--- src/rtl/uart_rx.sv ---
// UART receiver: 2-flop synchronized line, mid-bit sampling FSM, single-entry
// output holding register with valid/ready handshake and error pulses.
module uart_rx #(
  parameter int DATA_WIDTH = 8,
  parameter int BAUD_RATE  = 115200,
  parameter int CLK_FREQ   = 100_000_000
) (
  input  logic                  clk,
  input  logic                  rst,
  input  logic                  rx_sig,
  input  logic                  ready,
  output logic [DATA_WIDTH-1:0] data,
  output logic                  valid,
  output logic                  frame_err,
  output logic                  overrun
);

  localparam int PULSE_WIDTH      = CLK_FREQ / BAUD_RATE;
  localparam int HALF_PULSE_WIDTH = PULSE_WIDTH / 2;
  localparam int CNT_W = (PULSE_WIDTH > 2) ? $clog2(PULSE_WIDTH) : 1;
  localparam int IDX_W = (DATA_WIDTH > 1) ? $clog2(DATA_WIDTH) : 1;

  localparam logic [CNT_W-1:0] CNT_FULL = CNT_W'(PULSE_WIDTH - 1);
  localparam logic [CNT_W-1:0] CNT_HALF = CNT_W'(HALF_PULSE_WIDTH - 1);
  localparam logic [CNT_W-1:0] CNT_ONE  = CNT_W'(1);
  localparam logic [IDX_W-1:0] IDX_LAST = IDX_W'(DATA_WIDTH - 1);
  localparam logic [IDX_W-1:0] IDX_ONE  = IDX_W'(1);

  localparam logic [2:0] IDLE  = 3'd0;
  localparam logic [2:0] START = 3'd1;
  localparam logic [2:0] DATA  = 3'd2;
  localparam logic [2:0] STOP  = 3'd3;
  localparam logic [2:0] BREAK = 3'd4;

  logic                  r_sync1, r_sync2;
  logic [2:0]            r_state;
  logic [CNT_W-1:0]      r_cnt;
  logic [IDX_W-1:0]      r_idx;
  logic [DATA_WIDTH-1:0] r_shift;
  logic                  r_armed;

  logic w_rx_s, w_tick, w_done, w_ferr;

  assign w_rx_s = r_sync2;
  assign w_tick = (r_cnt == '0);
  assign w_done = (r_state == STOP) && w_tick && w_rx_s;
  assign w_ferr = (r_state == STOP) && w_tick && !w_rx_s;

  always_ff @(posedge clk) begin
    if (rst) begin
      r_sync1 <= 1'b1;
      r_sync2 <= 1'b1;
    end else begin
      r_sync1 <= rx_sig;
      r_sync2 <= r_sync1;
    end
  end

  // r_armed blocks a line that is still low after reset from posing as a
  // start edge; it sets on the first high sample and stays set until reset.
  always_ff @(posedge clk) begin
    if (rst) begin
      r_state <= IDLE;
      r_cnt   <= '0;
      r_idx   <= '0;
      r_shift <= '0;
      r_armed <= 1'b0;
    end else begin
      case (r_state)
        IDLE: begin
          if (w_rx_s) begin
            r_armed <= 1'b1;
          end else if (r_armed) begin
            r_state <= START;
            r_cnt   <= CNT_HALF;
          end
        end
        START: begin
          if (!w_tick) begin
            r_cnt <= r_cnt - CNT_ONE;
          end else if (w_rx_s) begin
            r_state <= IDLE;
          end else begin
            r_state <= DATA;
            r_idx   <= '0;
            r_cnt   <= CNT_FULL;
          end
        end
        DATA: begin
          if (!w_tick) begin
            r_cnt <= r_cnt - CNT_ONE;
          end else begin
            r_shift[r_idx] <= w_rx_s;
            r_cnt          <= CNT_FULL;
            if (r_idx == IDX_LAST) begin
              r_state <= STOP;
              r_idx   <= '0;
            end else begin
              r_idx <= r_idx + IDX_ONE;
            end
          end
        end
        STOP: begin
          if (!w_tick) r_cnt <= r_cnt - CNT_ONE;
          else         r_state <= w_rx_s ? IDLE : BREAK;
        end
        BREAK: begin
          if (w_rx_s) r_state <= IDLE;
        end
        default: r_state <= IDLE;
      endcase
    end
  end

  // Holding register: a completing byte wins over a same-cycle consume.
  always_ff @(posedge clk) begin
    if (rst) begin
      data      <= '0;
      valid     <= 1'b0;
      frame_err <= 1'b0;
      overrun   <= 1'b0;
    end else begin
      frame_err <= w_ferr;
      overrun   <= 1'b0;
      if (w_done) begin
        if (!valid || ready) begin
          data  <= r_shift;
          valid <= 1'b1;
        end else begin
          overrun <= 1'b1;
        end
      end else if (valid && ready) begin
        valid <= 1'b0;
      end
    end
  end

endmodule

--- config.mk ---
export PLATFORM = sky130hd
export DESIGN_NAME = uart_rx
export DESIGN_NICKNAME = d
export VERILOG_FILES = /design/src/rtl/uart_rx.sv
export SDC_FILE = /design/constraint.sdc
export NUM_CORES = 1
export LEC_CHECK = 0
export BUFFER_PORTS_ARGS = -buffer_cell sky130_fd_sc_hd__buf_2
export CAP_MARGIN = 20
export CORE_UTILIZATION = 30
export CTS_CLUSTER_DIAMETER = 80
export DETAILED_ROUTE_END_ITERATION = 7
export PLACE_DENSITY = 0.51
export SYNTH_ARGS = -nofsm -noshare
export SYNTH_HDL_FRONTEND = slang
export SYNTH_SLANG_ARGS = --single-unit
--- constraint.sdc ---
create_clock -name clk -period 2.9 [get_ports clk]
set_clock_uncertainty 0.2 [all_clocks]
set_input_delay 0.58 -clock clk [delete_from_list [all_inputs] [get_ports clk]]
set_output_delay 0.58 -clock clk [all_outputs]
set_load 0.03 [all_outputs]
; ---- Word level (Yosys, flattened, before mapping)
; Cells that the tools add are included.
; W data, S select, Z words.
[op_classes]
add_sub_neg = 2
magnitude_cmp = 2
n_eq_ne = 16
mux = 29
n_bitwise = 1
reduce_logical = 21
[op_table]
columns = cell, n
row1 = $mux W10, 6
row2 = $pmux W10 S4, 1
row3 = $mux W3, 12
row4 = $ne A2 B2 Y1 const B, 9
row5 = $pmux W3 S5, 1
row6 = $logic_not A10 Y1, 1
row7 = $sub A10 B1 Y10 const B, 1
row8 = $bwmux W8, 1
row9 = $reduce_and A2 Y1, 4
row10 = $reduce_and A7 Y1, 1
row11 = $eq A3 B2 Y1 const B, 2
row12 = $eq A3 B3 Y1 const B, 2
row13 = $pmux W3 S2, 1
row14 = $logic_and A1 B1 Y1, 5
row15 = $mux W1, 5
row16 = $reduce_and A5 Y1, 1
row17 = $lt A3 B4 Y1 const B, 1
row18 = $reduce_and A4 Y1, 1
row19 = $reduce_bool A2 Y1, 2
row20 = $reduce_bool A4 Y1, 1
row21 = $add A3 B1 Y3 const B, 1
row22 = $demux W1 S3, 1
row23 = $eq A3 B1 Y1 const B, 1
row24 = $ge A3 B1 Y1 const B, 1
row25 = other kinds (8), 9
[word_totals]
regBits = 38
wordCells = 82

; ---- Logic depth before layout (Yosys ltp)
; Gate-level depths: netlist (run 1).
[depth]
depth_word = 5
ltp_mapped = 7

; ---- Least setup slack after synthesis (run 1)
; OpenSTA, ideal clock, no wires.
[synth_timing]
path_kind = register to register
from = register r_cnt[0]
to = register r_cnt[6]
setup_time_ns = 0.116
t_arrival_ns = 1.716
setup_slack_ns = 0.867
stages_incl_launch_ff = 7
path_buffers = 0
synth_period_minus_slack_ns = 2.033
cell_sequence = dfxtp_1 > inv_1 > ha_1 > or4b_2 > o21ai_0 > a311oi_1 > a31o_2
[synth_between]
elab_chain_cells = 3
word_cells_on_any_way = 9
classes_between = add/sub: 1 / eq/ne: 2 / mux: 4 / reduce/logical: 2
[synth_lines]
columns = item, line_no
row1 = start: declaration, 37  ; logic [CNT_W-1:0] r_cnt;
row2 = start signal: assignment, 80  ; r_cnt <= r_cnt - CNT_ONE;
row3 = start signal: assignment, 91  ; r_cnt <= r_cnt - CNT_ONE;
row4 = start signal: assignment, 104  ; if (!w_tick) r_cnt <= r_cnt - CNT_ONE;
row5 = $sub A10 B1 Y10 / $logic_not A10 Y1 (equally long branches), -
row6 = "$mux W10, or another cell as far along", 104
row7 = $pmux W10 S4 / $reduce_and A5 Y1 (equally long branches), -
; Parallel ways exist; a longest one is shown, timed or not. The select of a mux whose other input is x is not followed.
; A chain may end at the register's enable or synchronous reset.

; ---- Worst setup path after layout (run 1)
; Ends and elaborated chain as after synthesis.

==> flow_summary.toml, run 1 <==
[worst_hold_path]
min_path_type = "reg -> reg"

[grt]
grt_pass1_wl_um = 7880
grt_pass1_vias = 1602
antenna_found_initial = 0
grt_max_degree = 20
grt_util_all_layers_pct = 14.0
grt.overflow.total = 0

[worst_setup_path]
slowest_stage = "nor2b_1"
required_ns = 2.94
critPathTopFamily = "simple AND/OR/NAND/NOR gates"
critPathKind = "reg -> reg"
slowest_delay_ns = 0.46
crit_path_start_kind = "register"
path_buf_inv = 1
cp.arrival_ns = 2.41
critical_path.endpoint_type = "register"
cp_cell_sequence = "inv_1, ha_1, nor2b_1, nand4_1, a311oi_1, a31o_2"
path_max_fanout = 8

[logic_synthesis]
netlist_instances = 236
yosysUniqueCellTypes = 54
synth_nets = 244
synth_area_um2 = 2050
syn_area_per_cell_um2 = 8.68
netlist_top_cells_count = "dfxtp_1, a21oi_1, nand2_1"
synthFlopType = "dfxtp_1"
synth_edf_count = 0
ys_top_cells_by_area = "dfxtp_1, a21oi_1, mux2i_1"
synth_area_leader_cell = "dfxtp_1"
synthArstFlopShare_pct = 0
yosysTopAreaCellShare_pct = 37.1
synth.most_common_cell = "dfxtp_1"
synth_seq_cells = 38
ys_warn_count = 0
seq_area_frac_synth_pct = 37.1

[place]
hpwl_um = 3350
port_buffers = 14
place_congestion = 0.861

[route]
num_vias = 1789
wl_per_cell_um = 14.9
ant_nets = 0
wl_um = 4800
drc = 0
first_iter_violations = 58
first_pass_iters = 6
via_per_inst = 5.54

[clocking]
clkLatencyLatePin_ns = 0.29
clockBufferDepth = 2
cts_buffers = 5
cts_hold_buf = 0
htreeDepth = 2
postCtsResizedCells = 0
cts.clk_slew.worst_paths_ns = 0.08
cts-root-buf = "clkbuf_8"
clock-sinks = 38
cts_tree = "yes"
post-cts-setup-buffers = 0

[floorplanning]
initial_core_util_pct = 31.7
fp.dieW_um = 84.6
dieArea_um2 = 7160
io_pins = 15
num_rows = 29
core_area_um2 = 6460
dieHeight_um = 84.6

[run]
drv_cap = 0

[sta]
setup_viol = 0
worst_pin_slew_ns = 0.709
rsz0062_at_grt = "false"
fmax_mhz = 423
hold_viol = 0
timing.slew.headroom_pct = 52.7
min_period_over_period_pct = 81.5
fin_tns_setup_ns = 0
drv_slew = 0
min_period_ns = 2.36

[pwr]
ir_drop_v = 0.000289
power.leakage_uw = 0.000787
fin_total_pwr_uw = 1180
p_per_area_nw_per_um2 = 519

[cells_and_area]
drive_above_1_share_pct = 17.5
diodes = 0
final_nets = 253
area_growth_pct = 11.2

[run_status]
outcome = "finished, final reports clean"
registers in the layout (all words and copies together), names as in the netlist:
register and cells:
r_idx 3, r_sync1 1, r_sync2 1, frame_err 1
valid 1, r_state 3, r_armed 1, overrun 1
r_shift 8, data 8, r_cnt 10
path summary, 6_finish.rpt:
check,to,slack (ns),start,cells past startpoint
worst max-delay path,r_cnt[6]$_SDFFE_PP0P_,0.54,r_cnt[0]$_SDFFE_PP0P_,6
worst max register to register,r_cnt[6]$_SDFFE_PP0P_,0.54,r_cnt[0]$_SDFFE_PP0P_,6
worst min register to register,r_sync2$_SDFF_PP1_,0.21,r_sync1$_SDFF_PP1_,1
worst min-delay path,r_sync2$_SDFF_PP1_,0.21,r_sync1$_SDFF_PP1_,1
metrics by stage:
| step | util [%] | area, µm² | hold WS (ns) | setup WS, ns | instances |
|---|---|---|---|---|---|
| final | 35.3 | 2280 | 0.212 | 0.537 | 323 |
| after CTS | 35.3 | 2280 | 0.213 | 0.574 | 323 |
| after global routing | 35.3 | 2280 | 0.232 | 0.343 | 323 |
| after global placement | 33.6 | 2170 | 0.194 | 0.690 | 315 |
| after floorplan | - | 2050 | 0.189 | 0.867 | 236 |
| after detailed placement | 33.6 | 2170 | 0.194 | 0.611 | 315 |
logic make-up (layout without fill, tap and decap cells):
logic type	count (synthesis)	in the layout	synth area share, %
compound gates	63	63	21.1
xor+xnor	1	1	0.428
fa+ha+maj	4	4	2.44
buf+inv	25	35	5.13
flops	38	38	37.1
mux	8	8	3.91
simple gates	97	97	29.9
area by class of cell:
cell class | count | area [µm²]
multi-input cells | 173 | 1180
well taps | 77 | 96.3
repair buffers | 17 | 92.6
fillers | 689 | 4180
inverters | 10 | 37.5
clock buffers | 5 | 68.8
flip-flops and latches | 38 | 761
clock inverters | 3 | 40.0
layer usage:
layer	global-route usage [%]	vias to the layer above	wire [µm]
met5	0	-	0
met4	5.24	0	68
met3	3.44	7	186
met2	21.4	36	2170
met1	18.9	836	2380
li1	-	910	-
cell usage in the layout (no fill, tap or decap), types with 5 or more instances in the layout:
master	netlist	final
dfxtp_1	38	38
a21oi_1	21	21
nand2_1	20	20
buf_2	3	14
o21ai_0	11	11
inv_1	10	10
nand4_1	10	10
nor2_1	9	9
nor3_1	9	9
mux2i_1	8	8
nand3_1	7	7
nand4b_1	6	6
nand2b_1	5	5
o31ai_1	5	5
clkbuf_8	0	5
report_power, final:
part	switching, µW	total [µW]	leakage (µW)	internal, µW
clock	196	449	0.0000579	253
sequential	22.3	556	0.000308	534
combinational	111	177	0.000422	66.0
total	329	1180	0.000787	853
Note: power is estimated with default switching activity, not from simulation.
==> run 2, diff against run 1 <==
- clock period: 2.9 -> 2.47 ns (I/O delays scaled with it)
==> run 2 against run 1 <==
Net effect: non-clock buffer count increased by 10; die area unchanged; critical path type unchanged; worst hold slack got worse by 0.023 ns; design area increased by 3.3%; setup slack got worse by 0.29 ns; total power increased by 20%; clock power increased by 16%; combinational power increased by 38%; wire length increased by 3.2%.
==> flow_summary.toml, run 2 (synthesis gave the netlist of run 1 again) <==
[run_status]
outcome = "finished, final reports clean"

[clocking]
cts_tree = "yes"
postCtsResizedCells = 0
htreeDepth = 2
cts.clk_slew.worst_paths_ns = 0.08
cts_hold_buf = 0
clock-sinks = 38
cts-root-buf = "clkbuf_8"
post-cts-setup-buffers = 0
cts_buffers = 5
clkLatencyLatePin_ns = 0.29
clockBufferDepth = 2

[cells_and_area]
multi_input_area_um2 = 1180
final_nets = 263
drive_above_1_share_pct = 20.7
largest_reg_flops = 10
fillers = 677
final_area_um2 = 2350
reg_top3 = "r_cnt: 10 flops, data: 8 flops, r_shift: 8 flops"
diodes = 0
largest-register = "r_cnt"
seqCellArea_um2 = 761
final_common_cell = "dfxtp_1"
layout_common_cells = "dfxtp_1, a21oi_1, nand2_1"
area_growth_pct = 14.9

[sta]
rsz0062_at_grt = "false"
postLayoutSetupSlackWorst_ns = 0.250
fmax_mhz = 450
min_period_over_period_pct = 89.9
timing.hold.ws_ns = 0.188
fin_tns_setup_ns = 0
setup_viol = 0
worst_pin_slew_ns = 0.513
hold_viol = 0
min_period_ns = 2.22
drv_slew = 0
timing.slew.headroom_pct = 65.6

[worst_setup_path]
rr_startpoint = "r_cnt[0]$_SDFFE_PP0P_"
critPathKind = "reg -> reg"
required_ns = 2.49
critical_path.endpoint_type = "register"
crit_path_start_kind = "register"
path_max_fanout = 5
cp.arrival_ns = 2.24
critPathLaunch = "r_cnt[0]$_SDFFE_PP0P_"

[pwr]
seqPwrFrac_pct = 45.9
p_per_area_nw_per_um2 = 602
p_sw_share_pct = 27.5
ir_drop_v = 0.000266
cellInternalPower_uw = 1030
pwr-share-clk_pct = 36.9
combPwrFrac_pct = 17.2
power.leakage_uw = 0.000834
switching_power_uw = 389

[route]
route.met3.wl_um = 154
ant_nets = 0
first_pass_iters = 6
via_per_inst = 5.47
met2_length_um = 2260
first_iter_violations = 98
highest_layer = "met4"
wl_um = 4950
num_vias = 1820
wl_met1_um = 2520
wl_per_cell_um = 14.9
drc = 0

[grt]
grt_pass1_wl_um = 8620
grt_max_degree = 30
antenna_found_initial = 0
grt.overflow.total = 0
grt_util_all_layers_pct = 15.1
grt_pass1_vias = 1716

[floorplanning]
initial_core_util_pct = 31.7
num_rows = 29
core_area_um2 = 6460
fp.dieW_um = 84.6
dieHeight_um = 84.6
io_pins = 15
dieArea_um2 = 7160

[place]
place_area_um2 = 2240
place_ws_ns = 0.320
place_congestion = 0.865
hpwl_um = 3510
port_buffers = 14

[run]
drv_cap = 0

[worst_hold_path]
min_path_type = "in -> reg"
hp-start = "rx_sig"
-- run 2: area by class of cell --
type | count | share of cell area (%)
Multi-Input combinational cell | 173 | 50.2
Sequential cell | 38 | 32.3
Timing Repair Buffer | 27 | 7.12
Tap cell | 77 | 4.09
Clock buffer | 5 | 2.92
Clock inverter | 3 | 1.70
Inverter | 10 | 1.59
-- run 2: per-layer routing --
metal | vias up | track usage, %
li1 | 923 | -
met2 | 32 | 23.0
met1 | 861 | 21.6
met3 | 4 | 3.44
met5 | - | 0
met4 | 0 | 3.24
-- run 2: stage by stage --
step	util (%)	std cells	total power, µW
after floorplan	-	236	827
after global placement	34.8	325	908
after detailed placement	34.8	325	906
after CTS	36.4	333	1430
after global routing	36.4	333	1490
final	36.4	333	1420
-- run 2: path summary, 6_finish.rpt --
| check | depth (start not counted) | end | slack, ns |
|---|---|---|---|
| max | 6 | r_cnt[8]$_SDFFE_PP0P_ | 0.25 |
| min | 2 | r_sync1$_SDFF_PP1_ | 0.19 |
| max reg2reg | 6 | r_cnt[8]$_SDFFE_PP0P_ | 0.25 |
| min reg2reg | 1 | r_sync2$_SDFF_PP1_ | 0.21 |
-- run 2: power groups by stage --
stage | Sequential, µW | Combinational, µW | Clock (µW)
after floorplan | 654 | 173 | 0
after CTS | 649 | 243 | 540
after detailed placement | 664 | 242 | 0
after global routing | 653 | 265 | 570
after global placement | 664 | 244 | 0
final | 650 | 244 | 522
-- run 2: critical path, stage by stage, from the launching register on --
cell and delay (ns):
dfxtp_1 0.35, inv_1 0.13, ha_1 0.22, or4b_2 0.66
nor4_1 0.31, o211ai_1 0.13, a21oi_1 0.16
==> run 3, diff against run 2 <==
- BUFFER_PORTS_ARGS: -buffer_cell sky130_fd_sc_hd__buf_2 -> default
- DONT_BUFFER_PORTS: default -> 1
- PLACE_DENSITY: 0.51 -> 0.5
==> run 3 against run 2 <==
Net effect: the flow now finishes with violations (design-rule violations); fmax rose by 0.53%; die area is the same; design area down 2.7%; sequential power about the same; core utilization down 0.99 points; flip-flop and latch count is the same; first-iteration DRC count shrank 24%; clock power grew 22%; total power increased by 6.0%.
==> flow_summary.toml, run 3 (synthesis gave the netlist of run 1 again) <==
[run_status]
outcome = "finished, violations left"
violations = "design-rule violations"

[cells_and_area]
largest-register = "r_cnt"
final_area_um2 = 2290
final_common_cell = "dfxtp_1"
reg_top3 = "r_cnt: 10 flops, data: 8 flops, r_shift: 8 flops"
layout_common_cells = "dfxtp_1, a21oi_1, nand2_1"
finalNonFillerCells = 316
area_growth_pct = 11.8
diodes = 0
final_nets = 246
largest_reg_flops = 10
drive_above_1_share_pct = 15.1

[pwr]
p_per_area_nw_per_um2 = 656
power.leakage_uw = 0.000757
ir_drop_v = 0.000429

[grt]
grt_pass1_wl_um = 8510
grt_pass1_vias = 1740
antenna_found_initial = 0
grt_max_degree = 31
grt_util_all_layers_pct = 14.9
grt.overflow.total = 0

[worst_setup_path]
path_max_fanout = 8
critical_path.endpoint_type = "register"
required_ns = 2.50
cp.arrival_ns = 2.23
critPathKind = "reg -> reg"
crit_path_start_kind = "register"

[place]
place_congestion = 0.897
port_buffers = 0
placedCellCount = 308
place_area_um2 = 2150
place_ws_ns = 0.258
hpwl_um = 3500

[clocking]
htreeDepth = 2
cts.clk_slew.worst_paths_ns = 0.09
cts-root-buf = "clkbuf_8"
cts_buffers = 5
post-cts-setup-buffers = 0
postCtsResizedCells = 0
cts_hold_buf = 0
cts_tree = "yes"
clockBufferDepth = 2
clock-sinks = 38
clkLatencyLatePin_ns = 0.29

[sta]
postLayoutSetupSlackWorst_ns = 0.261
timing.slew.headroom_pct = 68.2
setup_viol = 0
min_period_ns = 2.21
fmax_mhz = 453
worst_pin_slew_ns = 0.473
min_period_over_period_pct = 89.4
rsz0062_at_grt = "false"
hold_viol = 0
fin_tns_setup_ns = 0
drv_slew = 0

[floorplanning]
core_area_um2 = 6460
num_rows = 29
dieHeight_um = 84.6
fp.dieW_um = 84.6
io_pins = 15
initial_core_util_pct = 31.7
dieArea_um2 = 7160

[route]
num_vias = 1756
first_pass_iters = 6
drc = 2
wl_per_cell_um = 15.2
ant_nets = 0
first_iter_violations = 74
wl_um = 4810
via_per_inst = 5.56

[run]
drv_cap = 0

[worst_hold_path]
min_path_type = "in -> reg"
## run 3: cell count changes in the layout (fill, tap and decap cells not counted), sizes merged
| cell | change |
|---|---|
| buf | -17 |
| bufinv | +1 |
| clkinv | -1 |
## run 3: report_power, final
group / switching (µW) / internal [µW]
Clock: 231 / 405
Combinational: 127 / 88.7
Sequential: 22.5 / 627
## run 3: path summary, 6_finish.rpt
check                                      startpoint                 endpoint  slack [ns]  cells past startpoint
worst min register to register     r_sync1$_SDFF_PP1_       r_sync2$_SDFF_PP1_        0.21                      1
worst max-delay path            r_cnt[0]$_SDFFE_PP0P_     data[0]$_SDFFE_PP0P_        0.26                      6
worst max register to register  r_cnt[0]$_SDFFE_PP0P_     data[0]$_SDFFE_PP0P_        0.26                      6
worst min-delay path                              rst  r_shift[0]$_SDFFE_PP0P_        0.06                      1
## run 3: worst max-delay path: stages, from the launching register on
cell,delay (ns)
dfxtp_1,0.34
inv_1,0.12
ha_1,0.19
nor2b_1,0.43
nand4_1,0.30
nor2_4,0.36
mux2i_1,0.21
## run 3: area by class of cell
cell class	instances	area (µm²)
sequential	38	761
inverter	10	37.5
clock buffer	5	68.8
multi-input combinational	173	1180
tap	77	96.3
fill	667	4170
clock inverter	3	68.8
timing repair buffer	10	75.1
## run 3: metal layers
metal | track usage (%) | wire, µm | vias up
met3 | 4.42 | 206 | 5
met4 | 2.93 | 36 | 0
met5 | 0 | 0 | -
met2 | 24.6 | 2250 | 27
met1 | 19.3 | 2310 | 829
li1 | - | - | 895
## run 3: per-stage QoR
stage               util, %  power, µW  hold slack, ns
detailed placement     33.3        879           0.198
floorplan                 -        827           0.189
CTS                    35.5       1530          0.0463
finish                 35.5       1500          0.0604
global route           35.5       1580          0.0327
global placement       33.3        880           0.196
